==> src/rtl/rr_arbiter_8.sv <==
// rr_arbiter_8 -- registered round-robin arbiter, one-hot grant.
//
// Turns up to N level-sensitive request lines into a single registered
// one-hot grant. A grant is held while its requester keeps req high; after
// every release there is exactly one all-zero cycle before the next
// arbitration. The next search then starts just past the last winner, so
// no requester starves.
//
// Optional feature: define RR_ARB_TIMEOUT_EN to compile in a hold counter.
// It forcibly revokes a grant after MAX_HOLD cycles and pulses timeout.
// Without the macro there is no counter and timeout is tied to 0.
//
// Ports:
//   clk         in   rising-edge clock
//   rst_n       in   asynchronous active-low reset
//   req[N]      in   request lines, one per requester
//   grant[N]    out  registered one-hot grant (all-zero when idle)
//   grant_valid out  registered, equals |grant
//   timeout     out  registered one-cycle pulse on forced revocation

module rr_arbiter_8 #(
  parameter int N        = 8,
  parameter int MAX_HOLD = 16
) (
  input  logic         clk,
  input  logic         rst_n,
  input  logic [N-1:0] req,
  output logic [N-1:0] grant,
  output logic         grant_valid,
  output logic         timeout
);

  localparam int PW = (N > 1) ? $clog2(N) : 1;

  typedef enum logic [0:0] {
    S_IDLE  = 1'b0,
    S_GRANT = 1'b1
  } state_t;

  // One-hot vector with only bit idx set.
  function automatic logic [N-1:0] onehot(input logic [PW-1:0] idx);
    logic [N-1:0] v;
    v      = {N{1'b0}};
    v[idx] = 1'b1;
    return v;
  endfunction

  // MAX_HOLD below 2 is not a supported configuration; nothing is built here.
  if (MAX_HOLD < 2) begin : g_max_hold_illegal
  end

  state_t         state_q, state_d;
  logic [PW-1:0]  ptr_q, ptr_d;
  logic [N-1:0]   grant_q, grant_d;
  logic           grant_valid_q, grant_valid_d;
  logic           found_s;
  logic [PW-1:0]  winner_s;

`ifdef RR_ARB_TIMEOUT_EN
  localparam int HW = $clog2(MAX_HOLD);
  logic [HW-1:0]  hold_cnt_q, hold_cnt_d;
  logic           timeout_q, timeout_d;
`endif

  // Round-robin search: first set req bit at ptr+1, ptr+2, ... modulo N.
  always_comb begin
    found_s  = 1'b0;
    winner_s = ptr_q;
    for (int i = 1; i <= N; i++) begin
      logic [PW-1:0] idx;
      idx = PW'((int'(ptr_q) + i) % N);
      if (!found_s && req[idx]) begin
        found_s  = 1'b1;
        winner_s = idx;
      end else begin
        found_s  = found_s;
      end
    end
  end

  // Next-state and next-output logic of the IDLE/GRANT controller.
  always_comb begin
    state_d       = state_q;
    ptr_d         = ptr_q;
    grant_d       = grant_q;
    grant_valid_d = grant_valid_q;
`ifdef RR_ARB_TIMEOUT_EN
    hold_cnt_d    = hold_cnt_q;
    timeout_d     = 1'b0;
`endif
    case (state_q)
      S_IDLE: begin
        if (found_s) begin
          grant_d       = onehot(winner_s);
          grant_valid_d = 1'b1;
          ptr_d         = winner_s;
          state_d       = S_GRANT;
`ifdef RR_ARB_TIMEOUT_EN
          hold_cnt_d    = {HW{1'b0}};
`endif
        end else begin
          grant_d       = {N{1'b0}};
          grant_valid_d = 1'b0;
        end
      end
      S_GRANT: begin
        // Release has priority over revocation on the same edge.
        if (!req[ptr_q]) begin
          grant_d       = {N{1'b0}};
          grant_valid_d = 1'b0;
          state_d       = S_IDLE;
        end else begin
`ifdef RR_ARB_TIMEOUT_EN
          if (hold_cnt_q == HW'(MAX_HOLD - 1)) begin
            grant_d       = {N{1'b0}};
            grant_valid_d = 1'b0;
            timeout_d     = 1'b1;
            state_d       = S_IDLE;
          end else begin
            hold_cnt_d    = hold_cnt_q + HW'(1);
          end
`else
          state_d = S_GRANT;
`endif
        end
      end
      default: begin
        grant_d       = {N{1'b0}};
        grant_valid_d = 1'b0;
        state_d       = S_IDLE;
      end
    endcase
  end

  // State and output registers; ptr resets to N-1 so the first search starts at bit 0.
  always_ff @(posedge clk or negedge rst_n) begin
    if (!rst_n) begin
      state_q       <= S_IDLE;
      ptr_q         <= PW'(N - 1);
      grant_q       <= {N{1'b0}};
      grant_valid_q <= 1'b0;
`ifdef RR_ARB_TIMEOUT_EN
      hold_cnt_q    <= {HW{1'b0}};
      timeout_q     <= 1'b0;
`endif
    end else begin
      state_q       <= state_d;
      ptr_q         <= ptr_d;
      grant_q       <= grant_d;
      grant_valid_q <= grant_valid_d;
`ifdef RR_ARB_TIMEOUT_EN
      hold_cnt_q    <= hold_cnt_d;
      timeout_q     <= timeout_d;
`endif
    end
  end

  assign grant       = grant_q;
  assign grant_valid = grant_valid_q;
`ifdef RR_ARB_TIMEOUT_EN
  assign timeout     = timeout_q;
`else
  assign timeout     = 1'b0;
`endif

endmodule

==> config.mk <==
export PLATFORM = sky130hd
export DESIGN_NAME = rr_arbiter_8
export DESIGN_NICKNAME = d
export VERILOG_FILES = /design/src/rtl/rr_arbiter_8.sv
export SDC_FILE = /design/constraint.sdc
export NUM_CORES = 1
export LEC_CHECK = 0
export BUFFER_PORTS_ARGS = -buffer_cell sky130_fd_sc_hd__buf_2
export CAP_MARGIN = 20
export CORE_AREA = 2 2 43 85
export CTS_BUF_LIST = sky130_fd_sc_hd__clkbuf_16
export CTS_CLUSTER_SIZE = 12
export DETAILED_ROUTE_END_ITERATION = 10
export DIE_AREA = 0 0 45 87
export SETUP_SLACK_MARGIN = 0.05
export SLEW_MARGIN = 5
export SYNTH_ARGS = -nofsm -noshare
export SYNTH_HDL_FRONTEND = slang
export SYNTH_SLANG_ARGS = --single-unit
export TNS_END_PERCENT = 5
==> constraint.sdc <==
create_clock -name clk -period 3.2 [get_ports clk]
set_input_delay 0.16 -clock clk [delete_from_list [all_inputs] [get_ports clk]]
set_output_delay 0.16 -clock clk [all_outputs]
set_load 0.005 [all_outputs]
Word level (Yosys, flattened, before mapping)
Cells that the tools add are included.
{"block": "totals", "regBits": 13, "out_inout_bits": 10, "word_cells": 85}
{"block": "op_classes", "addsub": 8, "n_lt_le_gt_ge": 11, "n_eq_ne": 1, "n_mux": 44, "n_bitwise": 1, "reduce_logical": 16}
{"operator": "3-bit by 4-bit < comparator with 1-bit output (second input constant)", "n": 10}
{"operator": "1-bit binary-select mux with 3-bit select", "n": 9}
{"operator": "3-bit two-way mux", "n": 8}
{"operator": "1-bit two-way mux", "n": 21}
{"operator": "8-bit two-way mux", "n": 2}
{"operator": "8-bit one-hot mux with 2 select lines", "n": 1}
{"operator": "3-bit adder (second input constant)", "n": 4}
{"operator": "1-bit logical AND", "n": 8}
{"operator": "1-bit logical NOT", "n": 7}
{"operator": "3-bit by 1-bit adder with 3-bit output (second input constant)", "n": 2}
{"operator": "3-bit by 2-bit adder with 3-bit output (second input constant)", "n": 2}
{"operator": "1-bit one-hot mux with 2 select lines", "n": 2}
{"operator": "1-bit demux with 3-bit select", "n": 1}
{"operator": "3-bit by 1-bit >= comparator with 1-bit output (second input constant)", "n": 1}
{"operator": "2-bit inequality test (second input constant)", "n": 1}
{"operator": "2-bit AND reduction", "n": 1}
{"operator": "1-bit inverter", "n": 1}

Depth between registers and ports, before layout
{"block": "logic_depth", "ltp_word": 31, "depth_mapped": 11, "depth_no_buf": 9}

Worst setup path before layout
No wires, ideal clock.
{"block": "synth_timing", "path_type": "register to register", "startpoint": "reg ptr_q[1]", "endpoint": "reg grant_q[4], in the netlist grant[4]", "arrival_ps": 3380, "required_ps": 3097, "path_slack_ps": -283, "stages_incl_launch_ff": 12, "path_buffers": 2, "period_less_slack_ps": 3483, "cell_sequence": "dfstp_2 -> clkbuf_1 -> inv_1 -> ha_1 -> clkbuf_1 -> mux4_2 -> mux2_2 -> nand2b_1 -> nor3_1 -> a31oi_1 -> or3_1 -> o41ai_2"}
{"block": "synth_via", "elab_chain_cells": 31, "elab_cells_between_ends": 64, "classes_between": "add/sub (8); order compare (2); eq/ne (1); mux (38); reduce/logical (15)"}
{"item": "start: declaration", "line_no": "53", "text": "logic [PW-1:0] ptr_q, ptr_d;"}
{"item": "start signal: assignment", "line_no": "139", "text": "ptr_q <= PW'(N - 1);"}
{"item": "start signal: assignment", "line_no": "148", "text": "ptr_q <= ptr_d;"}
{"item": "3-bit by 1-bit adder with 3-bit output", "line_no": "71", "text": "idx = PW'((int'(ptr_q) + i) % N);"}
{"item": "1-bit binary-select mux with 3-bit select", "line_no": "72", "text": "if (!found_s && req[idx]) begin"}
{"item": "1-bit two-way mux (implied by the code)", "line_no": "72"}
{"item": "1-bit two-way mux", "line_no": "72"}
{"item": "1-bit logical NOT", "line_no": "72"}
{"item": "1-bit logical AND", "line_no": "72"}
{"item": "1-bit two-way mux", "line_no": "72"}
{"item": "1-bit logical NOT", "line_no": "72"}
{"item": "[... 15 more ...]"}
{"item": "1-bit logical AND", "line_no": "72"}
{"item": "3-bit two-way mux", "line_no": "72"}
{"item": "3-bit by 4-bit < comparator with 1-bit output (implied by the code) or 3-bit by 1-bit >= comparator with 1-bit output (tied branches)", "line_no": "44", "text": "v[idx] = 1'b1;"}
{"item": "1-bit logical AND (implied by the code)", "line_no": "44"}
{"item": "1-bit two-way mux (implied by the code)", "line_no": "44"}
{"item": "1-bit demux with 3-bit select", "line_no": "44"}
{"item": "8-bit two-way mux", "line_no": "93", "text": "if (found_s) begin"}
{"item": "8-bit one-hot mux with 2 select lines", "line_no": "91", "text": "case (state_q)"}
{"item": "end signal: assignment", "line_no": "140", "text": "grant_q <= {N{1'b0}};"}
{"item": "end signal: assignment", "line_no": "149", "text": "grant_q <= grant_d;"}
{"item": "end: declaration", "line_no": "54", "text": "logic [N-1:0] grant_q, grant_d;"}
Parallel ways exist; a longest one is shown, timed or not. The select of a mux whose other input is x is not followed.
A chain may end at the register's enable or synchronous reset.

Worst setup path in the final report
{"block": "layout_timing", "startpoint": "reg ptr_q[2]", "endpoint": "reg grant_q[0], in the netlist grant[0]"}
The elaborated chain is that of the path after synthesis.

==> results by group <==
Global routing
  – Gr usage total: 0.186
  – Gr ovfl total: 0
  – Initial antenna violation count: 0
  – Largest net degree at the start of global routing: 15
  – Number of global-route vias before repair: between 1000 and 1500
  – Global-route wire length before repair: about 5.6 mm

Clock tree
  – TritonCTS clock tree: done
  – Worst skew pair latency: between 0.2 and 0.25 ns
  – Clk sink count: 13
  – Root Buffer: clkbuf_16
  – CTS H-tree depth: 1
  – TritonCTS Buffers: 3
  – Worst-path clk slew: ~0.04 ns
  – Clock Path Buffers: 2

STA
  – Endpoints failing setup: 0
  – Slew Viols, Final: 0
  – Max Clk Rate: 0.328 GHz
  – Final setup TNS: 0 ns
  – Final Skew: roughly 0.0029 ns
  – Setup ws final: 0.152 ns
  – Fin. Hold Viols: 0
  – RSZ-0062 raised after global routing: yes
  – Tmin final: 3.05 ns
  – Crit share post-route: 0.952

Synth
  – FF+latch count, synth: 13
  – Seq/Total Area, Yosys: 0.258
  – Yosys cell types: 45
  – Synth warnings: 0
  – Biggest area consumer among synthesized cells: dfrtp_1
  – Synth area leaders: dfrtp_1, mux4_2, mux2i_1, dfstp_2, nand2_1
  – Synth top area share: 0.196
  – Gate Count Post-Synth: between 100 and 150
  – Synth Net Count: around 140
  – Syn_area_per_cell: around 9.8 µm²
  – Synth Cell Area: around 0.0013 mm²

Floorplanning
  – Die X: approximately 45 µm
  – Core Area: roughly 0.0033 mm²
  – DIE HEIGHT: approximately 87 µm
  – Die ar.: a little under 0.004 mm²
  – Initial Utilization: 0.387
  – Top Ports: 20
  – # rows: 30

Critical path
  – CP Cell Sequence: mux4_2, mux2_2, or3_4, a2111oi_2, o21ai_1, a22o_1, o41ai_2
  – Crit. End Element: flop
  – Critical path type: flop to flop
  – Crit-path max FO: 7
  – CP delay by family, top: compound AO/OA/AOI/OAI gates
  – Slowest CP cell: dfstp_2
  – Crit path DAT: about 3.2 ns
  – Startpoint types: flop
  – WP buf/inv: 0
  – CP required: 3.34 ns
  – Crit path largest cell delay: ~0.64 ns

Place
  – Hpwl dp: approximately 2.5 mm
  – PortBufs: 18
  – Placed cells: 185
  – GP Congestion: about 0.87
  – Pre-CTS WS: ~0.14 ns

Drt
  – Via density: 6.11
  – Vias: 1161
  – DRC Markers: 0
  – DR iter-0 viols: 33
  – Router iterations before antenna repair: 4
  – Final WL: 3.16 mm
  – DR WL/cell: about 17 µm
  – Post-route ant nets: 0

Layout
  – Final net count: around 170
  – Share of cells above drive strength 1: 0.373
  – Ant diodes: 0
  – Final non-filler cell total: between 150 and 200
  – Area delta synth->final: 21.9%

Worst hold path
  – HP Class: input port to async pin

Run status
  – Outcome: finished, final reports clean

Run
  – Max cap viols: 0
## cells in the mapped netlist (all sizes together)
| cell type | instances |
|---|---|
| a31oi | 1 |
| clkbuf | 2 |
| nand2b | 4 |
| mux2 | 5 |
| mux2i | 8 |
| nand4 | 1 |
| a21o | 1 |
| nand2 | 15 |
| nor2b | 1 |
| mux4 | 10 |
| conb | 1 |
| or3 | 3 |
| a2111oi | 1 |
| xor2 | 2 |
| o21ai | 7 |
| o22a | 1 |
| a22oi | 2 |
| a22o | 1 |
| dfrtp | 10 |
| inv | 6 |
| and2 | 2 |
| o32ai | 2 |
| and3 | 1 |
| nor2 | 3 |
| dfstp | 3 |
| a32oi | 1 |
| o41ai | 4 |
| ha | 2 |
| buf | 5 |
| xnor2 | 1 |
| o32a | 1 |
| nor3 | 6 |
| o31ai | 4 |
| nand3 | 4 |
| or2 | 1 |
| nor4 | 1 |
| a21oi | 8 |
## repair_timing
action | CTS | global route
hold endpoints to repair | 10 | 0
hold buffers | 1 | 0
gates resized for setup | 0 | 1
setup buffers | 0 | 0
setup endpoints to repair | 0 | 6
## routing by layer
layer	wire length, µm	track usage	up-vias
li1	-	-	561
met1	1370	0.238	567
met2	1640	0.312	29
met3	117	0.0456	4
met4	21	0.0348	0
met5	0	0	-
## through the flow
stage / area [µm²] / utilization / hold slack (ns)
after global routing: 1560 / 0.472 / 0.377
final: 1560 / 0.472 / 0.332
after detailed placement: 1460 / 0.443 / 0.0558
after floorplan: 1290 / - / -0.136
after CTS: 1550 / 0.470 / 0.338
after global placement: 1460 / 0.443 / 0.0623
## cell type report
type	count	area [µm²]
Tap cell	32	40.0
Timing Repair Buffer	30	183
Clock buffer	3	75.1
Inverter	6	22.5
Clock inverter	1	3.75
Multi-Input combinational cell	105	905
Fill cell	318	1750
Sequential cell	13	329
## path summary, 6_finish.rpt
path                        startpoint     endpoint  slack [ns]  cells past startpoint
hold / removal                   rst_n     grant[5]        0.33                      2
hold reg to reg            grant_valid  grant_valid        0.47                      2
setup reg to reg              ptr_q[2]     grant[0]        0.15                      7
min in group clk           grant_valid  grant_valid        0.47                      2
max in group asynchronous        rst_n     ptr_q[0]        2.59                      2
setup / recovery              ptr_q[2]     grant[0]        0.15                      7
## cells in the final DEF, fill, tap and decap left out, types with 2 or more instances in the layout
cell type  count
nand2_1       15
o41ai_2        3
dfrtp_1       10
clkbuf_16      3
or3_4          2
nand2b_1       3
buf_4         11
nor3_1         5
nor2_1         3
mux2_2         4
mux4_2        10
buf_2         18
mux2i_1        8
dfstp_2        3
inv_1          6
and2_1         2
o32ai_1        2
xor2_1         2
o21ai_1        4
nand3_1        4
o31ai_1        4
a21oi_1        8
ha_1           2
o21ai_0        3
## kinds of logic after synthesis
kind of cell,count (synthesis),synth area share
muxes,23,0.283
other,1,0.00294
buffers and inverters,13,0.0441
DFF,13,0.258
adders and majority gates,2,0.0196
AOI/OAI and AO/OA,34,0.204
xor gates and xnor gates,3,0.0206
and+or+nand+nor,42,0.168
## flip-flops by register name, indices dropped and copies added, names as in the netlist
register	flops
grant	8
ptr_q	3
grant_valid	1
state_q	1
Power is left out: the tool's default activity adds up to more than one toggle a clock period on the data nets, which glitch-free logic cannot reach.
